File: config.mk
export PLATFORM = sky130hd
export DESIGN_NAME = byte_path_arbiter
export DESIGN_NICKNAME = d
export VERILOG_FILES = /design/src/rtl/byte_path_pkg.sv /design/src/rtl/rr_pick.sv /design/src/rtl/byte_path_arbiter.sv
export SDC_FILE = /design/constraint.sdc
export NUM_CORES = 1
export LEC_CHECK = 0
export CAP_MARGIN = 10
export CORE_MARGIN = 2
export CORE_UTILIZATION = 40
export DETAILED_ROUTE_END_ITERATION = 12
export PLACE_DENSITY_LB_ADDON = 0.25
export SYNTH_ARGS = -nofsm -noshare
export SYNTH_HDL_FRONTEND = slang
export SYNTH_HIERARCHICAL = 1
export SYNTH_SLANG_ARGS = --single-unit
File: constraint.sdc
create_clock -name clk -period 3.7 [get_ports clk]
set_input_delay 0.555 -clock clk [delete_from_list [all_inputs] [get_ports clk]]
set_output_delay 0.555 -clock clk [all_outputs]
set_load 0.03 [all_outputs]
File: src/rtl/byte_path_pkg.sv
// rtl/byte_path_pkg.sv - shared constants for the byte path arbiter
//
// Purpose: FSM state encoding, beat counter width and a helper that sizes
//          requester-index fields from the requester count.
// Ports:   none (package).

package byte_path_pkg;

  localparam logic [0:0] ST_IDLE  = 1'b0;
  localparam logic [0:0] ST_GRANT = 1'b1;

  // Beat counter width; bursts are at most 15 beats long.
  localparam int BEAT_W = 4;

  // Width of a requester index; never narrower than one bit.
  function automatic int src_width(input int n);
    return (n > 1) ? $clog2(n) : 1;
  endfunction

endpackage

File: src/rtl/rr_pick.sv
// rtl/rr_pick.sv - combinational round-robin picker
//
// Purpose: finds the first set request bit at or after ptr, wrapping from
//          NREQ-1 back to 0.
// Ports:   req   - request vector, one bit per requester
//          ptr   - index where the search starts
//          hit   - at least one request bit is set
//          index - chosen requester (0 when hit is low)

module rr_pick #(
  parameter int NREQ = 4,
  parameter int SW   = 2
) (
  input  logic [NREQ-1:0] req,
  input  logic [SW-1:0]   ptr,
  output logic            hit,
  output logic [SW-1:0]   index
);

  logic [SW-1:0] idx;

  // Walk the offsets from farthest to nearest so the nearest set bit is the
  // last one written and therefore wins.
  always_comb begin
    hit   = 1'b0;
    index = '0;
    idx   = '0;
    for (int k = NREQ - 1; k >= 0; k--) begin
      idx = SW'((int'(ptr) + k) % NREQ);
      if (req[idx]) begin
        hit   = 1'b1;
        index = idx;
      end
    end
  end

endmodule

File: src/rtl/byte_path_arbiter.sv
// rtl/byte_path_arbiter.sv - round-robin burst arbiter onto one byte path
//
// Purpose: grants one requester at a time for up to MAX_BURST beats and
//          forwards its bytes through a single output register.
// Ports:   clk, rst_n       - clock, asynchronous active-low reset
//          req, din, ack    - per-requester valid, packed data, ready
//          dout, dvalid     - registered output byte and its valid
//          dready           - downstream ready
//          src              - requester index that produced dout

module byte_path_arbiter
  import byte_path_pkg::*;
#(
  parameter int NREQ      = 4,
  parameter int W         = 8,
  parameter int MAX_BURST = 4
) (
  input  logic                         clk,
  input  logic                         rst_n,
  input  logic [NREQ-1:0]              req,
  input  logic [NREQ*W-1:0]            din,
  output logic [NREQ-1:0]              ack,
  output logic [W-1:0]                 dout,
  output logic                         dvalid,
  input  logic                         dready,
  output logic [src_width(NREQ)-1:0]   src
);

  localparam int SW = src_width(NREQ);

  logic [0:0]        state;
  logic [SW-1:0]     owner;
  logic [SW-1:0]     ptr;
  logic [SW-1:0]     next_ptr;
  logic [BEAT_W-1:0] cnt;
  logic              pick_hit;
  logic [SW-1:0]     pick_idx;
  logic              out_free;
  logic              xfer;
  logic              last_beat;

  rr_pick #(
    .NREQ (NREQ),
    .SW   (SW)
  ) u_pick (
    .req   (req),
    .ptr   (ptr),
    .hit   (pick_hit),
    .index (pick_idx)
  );

  // The output register can take a byte when empty or draining this cycle.
  assign out_free  = !dvalid || dready;
  assign xfer      = (state == ST_GRANT) && req[owner] && out_free;
  assign last_beat = (cnt == BEAT_W'(MAX_BURST - 1));
  assign next_ptr  = (owner == SW'(NREQ - 1)) ? '0 : owner + 1'b1;

  always_comb begin
    ack = '0;
    if (state == ST_GRANT) begin
      ack[owner] = out_free;
    end
  end

  always_ff @(posedge clk or negedge rst_n) begin
    if (!rst_n) begin
      state <= ST_IDLE;
      owner <= '0;
      ptr   <= '0;
      cnt   <= '0;
    end else begin
      case (state)
        ST_IDLE: begin
          if (pick_hit) begin
            owner <= pick_idx;
            cnt   <= '0;
            state <= ST_GRANT;
          end
        end
        ST_GRANT: begin
          // Moving ptr past the owner keeps it from winning back-to-back
          // grants while anyone else is waiting.
          if (!req[owner]) begin
            state <= ST_IDLE;
            ptr   <= next_ptr;
          end else if (xfer) begin
            cnt <= cnt + 1'b1;
            if (last_beat) begin
              state <= ST_IDLE;
              ptr   <= next_ptr;
            end
          end
        end
        default: state <= ST_IDLE;
      endcase
    end
  end

  always_ff @(posedge clk or negedge rst_n) begin
    if (!rst_n) begin
      dvalid <= 1'b0;
      dout   <= '0;
      src    <= '0;
    end else if (xfer) begin
      dout   <= din[owner*W +: W];
      src    <= owner;
      dvalid <= 1'b1;
    end else if (dvalid && dready) begin
      dvalid <= 1'b0;
    end
  end

endmodule

# After elaboration in Yosys (flattened, before gate mapping)
# Index checks and enable logic that the tools add are counted.
# totals
output_inout_bits	15
ff_bits	20
word_cells	74
input_bits	39
# classes
n_mux	36
bitwise	2
reduce_logical	10
n_lt_le_gt_ge	6
n_addsub	5
shift	1
n_eq_ne	7
# ops
cell	count
$shiftx A32 B6 Y8	1
$mux W1	16
$mux W2	8
$mux W4	4
$lt A2 B3 Y1 const B	5
$bmux W1 S2	5
$pmux W4 S2	1
$ne A2 B2 Y1 const B	3
$reduce_and A3 Y1	2
$add A2 B1 Y2 const B	2
$add A2 B2 Y2 const B	2
$add A4 B1 Y4 const B	1
$and A4 B4 Y4	1
$eq A4 B2 Y1 const B	1
$logic_and A1 B1 Y1	4
$ne A2 B1 Y1 const B	2
$demux W1 S2	1
$eq A2 B2 Y1 const B	1
$ge A2 B1 Y1 const B	1
$pmux W1 S2	1
$reduce_and A2 Y1	1
$reduce_bool A2 Y1	1
$logic_not A1 Y1	1
$logic_or A1 B1 Y1	1
$not A1 Y1	1

# Longest topological paths before layout
# Gate-level depths: netlist of run 1.
# logic_depth
ltp_word	9
mapped_depth	6
mapped_depth_nobuf	5

# Hierarchy
# Netlist of run 1, hierarchy kept.
# modules_own_cells
mod	area_each_um2	seq_area_each_um2	cells_per_inst	n_inst
byte_path_arbiter	1206.2	500.5	127	1
rr_pick	77.6	0.0	13	1

# Least setup slack after synthesis of run 1
# OpenSTA, ideal clock, no wires.
# synth_path
path_kind	flip-flop to output port
start	register owner[0]
end	output port ack[0]
path_buffers	2
required_ns	3.145
stages_incl_launch_ff	6
t_arrival_ns	1.497
slack_ns	1.648
cell_sequence	dfrtp_1 buf_2 clkbuf_1 inv_1 ha_1 and3_1
# synth_via
elab_chain_cells	6
elab_cells_between_ends	7
classes_between	order compare (2); mux (3); bitwise (1); reduce/logical (1)
# synth_lines
item	line_no	rtl
start, declared	byte_path_arbiter.sv:32	logic [SW-1:0] owner;
start signal, assigned	byte_path_arbiter.sv:75	owner <= pick_idx;
$lt A2 B3 Y1 (implied by the code) or $ge A2 B1 Y1 (tied branches)	byte_path_arbiter.sv:61	ack[owner] = out_free;
$logic_and A1 B1 Y1 (implied by the code)	byte_path_arbiter.sv:61	
$mux W1 (implied by the code)	byte_path_arbiter.sv:61	
$demux W1 S2 (*)	byte_path_arbiter.sv:61	
$and A4 B4 Y4 (no line) (*)	--	
$mux W4 (*)	byte_path_arbiter.sv:60	if (state == ST_GRANT) begin
end, declared	byte_path_arbiter.sv:22	output logic [NREQ-1:0] ack,
# Every way passes the cells marked *; elsewhere a longest branch is shown, timed or not.

# Worst setup path after layout of run 1
# Same ends and word-level chain as after synthesis.

==> flow_metrics.py, run 1 <==
metrics = {
    "run_status": {
        "status": "completed",
    },
    "die": {
        "ioPinCount": 54,
        "dieWidth_um": 60.7,
        "std_cell_rows": 20,
        "fp.dieH_um": 60.7,
        "dieArea_um2": 3680,
        "start_util_pct": 42.0,
        "fp.coreArea_um2": 3050,
    },
    "global_route": {
        "grt_max_degree": 24,
        "grt_pass1_wl_um": 4800,
        "grt_pass1_vias": 1166,
        "overflow": 0,
        "grtUsageTotal_pct": 17.5,
        "grt_antenna_before_repair": 0,
    },
    "final_layout": {
        "layout_common_cells": "53 x clkdlybuf4s50_1, 22 x nand2_1, 20 x dfrtp_1",
        "syn2layout_area_growth_pct": 46.1,
        "mostFrequentLayoutCell": "clkdlybuf4s50_1",
        "num_antenna_cells": 0,
        "nets": 235,
        "drive_gt1_share_pct": 7.89,
        "stdcell_area_um2": 1880,
    },
    "yosys": {
        "syn_nets": 184,
        "post-synth-top-area-cell": "dfrtp_1",
        "yosysUniqueCellTypes": 30,
        "synth_cells": 140,
        "ys_seq_area_share_pct": 39.0,
        "synth.area.top_cells": "dfrtp_1 39%, o21ai_0 7.4%, mux2i_1 7.0%",
        "avgSynthCellArea_um2": 9.17,
        "yosys_warnings": 6,
        "async_flop_share_pct": 100,
        "ys_seq_elements": 20,
        "synth-edff-count": 0,
        "netlist_area_um2": 1280,
        "ys.flop_type": "dfrtp_1",
        "synth_top_area_share_pct": 39.0,
    },
    "clocking": {
        "cts_made_buffers": 3,
        "clkLatencyLatePin_ps": 300,
        "htreeDepth": 1,
        "cts_resized": 0,
        "numClockSinks": 20,
        "cts_tree": "yes",
        "cts_setup_buffers": 0,
        "clockRootBuffer": "clkbuf_4",
        "clk_pin_slew_ps": 110,
        "cts_hold_buf": 0,
        "clockBufferDepth": 2,
    },
    "timing": {
        "fin_crit_sh_pct": 80.3,
        "hold_viol": 0,
        "tightest_slew_ps": 921,
        "fmax_mhz": 337,
        "grt_setup_unrepaired": "no",
        "min_period_ps": 2970,
        "setup_viol": 0,
        "slew_headroom_pct": 38.4,
        "skew_ps": 4.11,
        "finalSetupTns_ps": 0,
        "slew_violations": 0,
    },
    "power": {
        "power_mw": 1.33,
        "irDropWorstVdd_mv": 0.263,
        "leakage_nw": 0.795,
        "powerDensity_nw_per_um2": 708,
    },
    "routing": {
        "drc_errors": 0,
        "wl_per_cell_um": 13.1,
        "vias": 1239,
        "drtIter0Drc": 27,
        "dr.pass1.iters": 4,
        "drtAntennaViolNets": 0,
        "vias_per_cell": 5.29,
        "wl_um": 3060,
    },
    "place": {
        "hpwl_um": 2380,
        "portBuffers": 53,
        "place.gp.congestion": 0.789,
        "place_area_um2": 1840,
    },
    "worst_hold_path": {
        "hold_class": "reg -> reg",
    },
    "worst_setup_path": {
        "cp.required_ps": 3140,
        "critPathKind": "reg -> out",
        "cp.arrival_ps": 2420,
        "cp-start-kind": "register",
        "setup.worst_path.end_class": "output pin",
        "critPathMaxFanout": 23,
    },
    "flow_run": {
        "drv_cap": 0,
    },
}
==> state kept, by name, summed over array words and instances, names as in the netlist <==
signal  count
cnt         4
ptr         2
state       1
owner       2
src         2
dvalid      1
dout        8
==> through the flow <==
| stage | setup WS (ps) | hold slack, ps | instances | utilization [%] |
|---|---|---|---|---|
| CTS | 693 | 492 | 234 | 61.4 |
| global route | 561 | 528 | 234 | 61.4 |
| floorplan | 1650 | 259 | 140 | - |
| global placement | 960 | 464 | 230 | 60.2 |
| finish | 729 | 487 | 234 | 61.4 |
| detailed placement | 945 | 465 | 230 | 60.2 |
==> worst paths after layout <==
path,depth (start not counted),from,slack (ps),end
min in group asynchronous,1,rst_n,760,dvalid
max in group asynchronous,1,rst_n,2380,dout[3]
min,1,dout[7],490,dout[7]
min reg2reg,1,dout[7],490,dout[7]
max reg2reg,3,owner[0],1260,ptr[0]
max,4,owner[0],730,ack[0]
==> logic make-up (layout without fill, tap and decap cells) <==
| group | count (synthesis) | after routing | share of synthesized area [%] |
|---|---|---|---|
| flops | 20 | 20 | 39.0 |
| simple gates | 52 | 52 | 19.1 |
| mux | 17 | 17 | 16.7 |
| compound gates | 33 | 33 | 15.5 |
| fa+ha+maj | 5 | 5 | 4.87 |
| xor+xnor | 2 | 2 | 1.36 |
| buf+inv | 11 | 61 | 3.51 |
==> layer usage <==
metal  up-vias  part of all wire (%)  global-route usage [%]
met5         -                     0                       0
li1        599                     -                       -
met3         2                   7.4                    2.77
met2        52                    52                    33.0
met1       586                    40                    19.6
met4         0                   1.1                    6.52
==> Yosys cell counts (2+ instances only) <==
library cell and number:
nand2_1 22, dfrtp_1 20, o21ai_0 19, mux2i_1 9, nor2_1 9, ha_1 5, mux2_2 5, nand3_1 5
and3_1 4, clkbuf_1 4, inv_1 4, a211oi_1 3, a21oi_1 3, buf_2 3, mux4_2 3, nand2b_1 3
a21o_1 2, a221oi_1 2, nand4_1 2, nor2b_1 2, xor2_1 2
==> area by class of cell <==
class                   instances  area [um2]
well taps                      44        55.1
fillers                       294        1180
clock buffers                   4        36.3
multi-input cells             109         738
repair buffers                 53         531
inverters                       4        15.0
flip-flops and latches         20         500
==> critical path, stage by stage (launching register included) <==
cell	delay [ps]
dfrtp_1	920
inv_1	210
ha_1	250
and3_1	160
clkdlybuf4s50_1	590
==> power by group <==
part	switching (mW)	leakage (nW)	internal, mW	total (mW)
clock network	0.0675	0.0210	0.0599	0.127
logic	0.375	0.527	0.364	0.739
registers	0.147	0.248	0.314	0.461
total	0.590	0.795	0.737	1.33
Power figures use the tool's default switching activity.
==> inputs of run 2 (changes only) <==
==> constraint.sdc (replaced) <==
create_clock -name clk -period 2.8 [get_ports clk]
set_input_delay 0.42 -clock clk [delete_from_list [all_inputs] [get_ports clk]]
set_output_delay 0.42 -clock clk [all_outputs]
set_load 0.03 [all_outputs]
==> flow_metrics.py, run 2 (same netlist as run 1, synthesis figures left out) <==
metrics = {
    "run_status": {
        "status": "completed",
    },
    "final_layout": {
        "reg.largest.list": "dout: 8 flops, cnt: 4 flops",
        "drive_gt1_share_pct": 9.79,
        "finalNonFillerCells": 238,
        "post-route-util_pct": 62.2,
        "largest_register_ffs": 8,
        "stdcell_area_um2": 1900,
        "syn2layout_area_growth_pct": 48.0,
        "mostFrequentLayoutCell": "clkdlybuf4s50_1",
        "num_antenna_cells": 0,
        "layout_common_cells": "53 x clkdlybuf4s50_1, 22 x nand2_1, 20 x dfrtp_1",
        "nets": 240,
        "largest-register": "dout",
    },
    "timing": {
        "holdWs_ps": 490,
        "finalSetupTns_ps": 0,
        "slew_violations": 0,
        "tightest_slew_ps": 898,
        "setup_slack_ps": 458,
        "min_period_ps": 2340,
        "setup_viol": 0,
        "fmax_mhz": 427,
        "slew_headroom_pct": 39.9,
        "grt_setup_unrepaired": "no",
        "skew_ps": 1.69,
        "hold_viol": 0,
        "fin_crit_sh_pct": 83.7,
    },
    "routing": {
        "drtIter0Drc": 37,
        "wl_um": 3260,
        "drc_errors": 0,
        "dr.pass1.iters": 5,
        "vias_per_cell": 5.29,
        "vias": 1260,
        "drtAntennaViolNets": 0,
        "wl_per_cell_um": 13.7,
    },
    "worst_setup_path": {
        "cp_num_cells": 4,
        "critPathKind": "in -> out",
        "crit_end": "ack[1]",
        "critPathMaxFanout": 5,
        "rrSetupSlack_ps": 900,
        "path_delay_family": "buffers and inverters",
        "ff2ff_path_depth": 5,
        "r2r_end": "cnt[3]",
        "cp-start-kind": "input pin",
        "setup.worst_path.end_class": "output pin",
        "crit_chain": "clkdlybuf4s50_1, nand2b_1, and3_1, clkdlybuf4s50_1",
        "r2r_start": "owner[1]",
        "critPathMaxStageDelay_ps": 670,
        "cp.arrival_ps": 1920,
        "cpMostUsedCell": "clkdlybuf4s50_1",
        "slowest_stage": "clkdlybuf4s50_1",
        "cp.required_ps": 2380,
        "startpoint": "dready",
        "path_buf_inv": 2,
    },
    "power": {
        "swShare_pct": 45.0,
        "internal-power_uw": 968,
        "power_mw": 1.76,
        "comb_power_share_pct": 61.5,
        "seq_power_share_pct": 30.9,
        "powerDensity_nw_per_um2": 927,
        "p_clk_share_pct": 7.6,
        "irDropWorstVdd_mv": 0.408,
        "p_sw_uw": 792,
        "leakage_nw": 0.812,
    },
    "clocking": {
        "cts_setup_buffers": 0,
        "clockRootBuffer": "clkbuf_4",
        "htreeDepth": 1,
        "cts_resized": 0,
        "cts_tree": "yes",
        "cts_made_buffers": 3,
        "numClockSinks": 20,
        "clk_pin_slew_ps": 110,
        "cts_hold_buf": 0,
        "clkLatencyLatePin_ps": 290,
        "clockBufferDepth": 2,
    },
    "global_route": {
        "grt_pass1_wl_um": 5110,
        "grtUsageTotal_pct": 18.9,
        "overflow": 0,
        "grt_pass1_vias": 1229,
        "grt_max_degree": 21,
        "grt_antenna_before_repair": 0,
    },
    "die": {
        "fp.dieH_um": 60.7,
        "dieWidth_um": 60.7,
        "ioPinCount": 54,
        "std_cell_rows": 20,
        "fp.coreArea_um2": 3050,
        "start_util_pct": 42.0,
        "dieArea_um2": 3680,
    },
    "place": {
        "place_inst": 235,
        "pre_cts_slack_ps": 457,
        "portBuffers": 53,
        "place_area_um2": 1880,
        "place.gp.congestion": 0.856,
        "hpwl_um": 2560,
    },
    "flow_run": {
        "drv_cap": 0,
    },
    "worst_hold_path": {
        "hold_class": "reg -> reg",
        "min_from": "dout[7]",
    },
}
run 2: changes by cell type in the layout (fill, tap and decap cells not counted), sizes merged:
cell / before / now
clkbuf: 4 / 3
buf: 0 / 5
run 2: routing by layer:
layer	track usage (%)	share of wire (%)	vias up
met5	0	0	-
met4	7.45	1.2	0
met3	2.77	6.4	4
met2	34.4	51	48
met1	22.3	41	604
li1	-	-	604
run 2: area by class of cell:
| cell class | instances | area [um2] |
|---|---|---|
| Clock buffer | 3 | 22.5 |
| Inverter | 4 | 15.0 |
| Timing Repair Buffer | 58 | 568 |
| Tap cell | 44 | 55.1 |
| Multi-Input combinational cell | 109 | 738 |
| Sequential cell | 20 | 500 |
| Fill cell | 297 | 1150 |
run 2: worst min-delay path by stage:
stage | slack, ps | endpoint | depth (start not counted)
global route | 520 | dout[7] | 1
detailed placement | 470 | dout[7] | 1
CTS | 500 | dout[7] | 1
finish | 490 | dout[7] | 1
floorplan | 120 | cnt[0] | 0
global placement | 460 | dout[7] | 1
run 2: power by group through the flow:
stage / Clock (mW) / Combinational, mW / Sequential, mW
floorplan: 0 / 0.593 / 0.656
global placement: 0 / 1.07 / 0.541
detailed placement: 0 / 1.09 / 0.549
CTS: 0.138 / 1.09 / 0.545
global route: 0.153 / 1.18 / 0.563
finish: 0.133 / 1.08 / 0.543
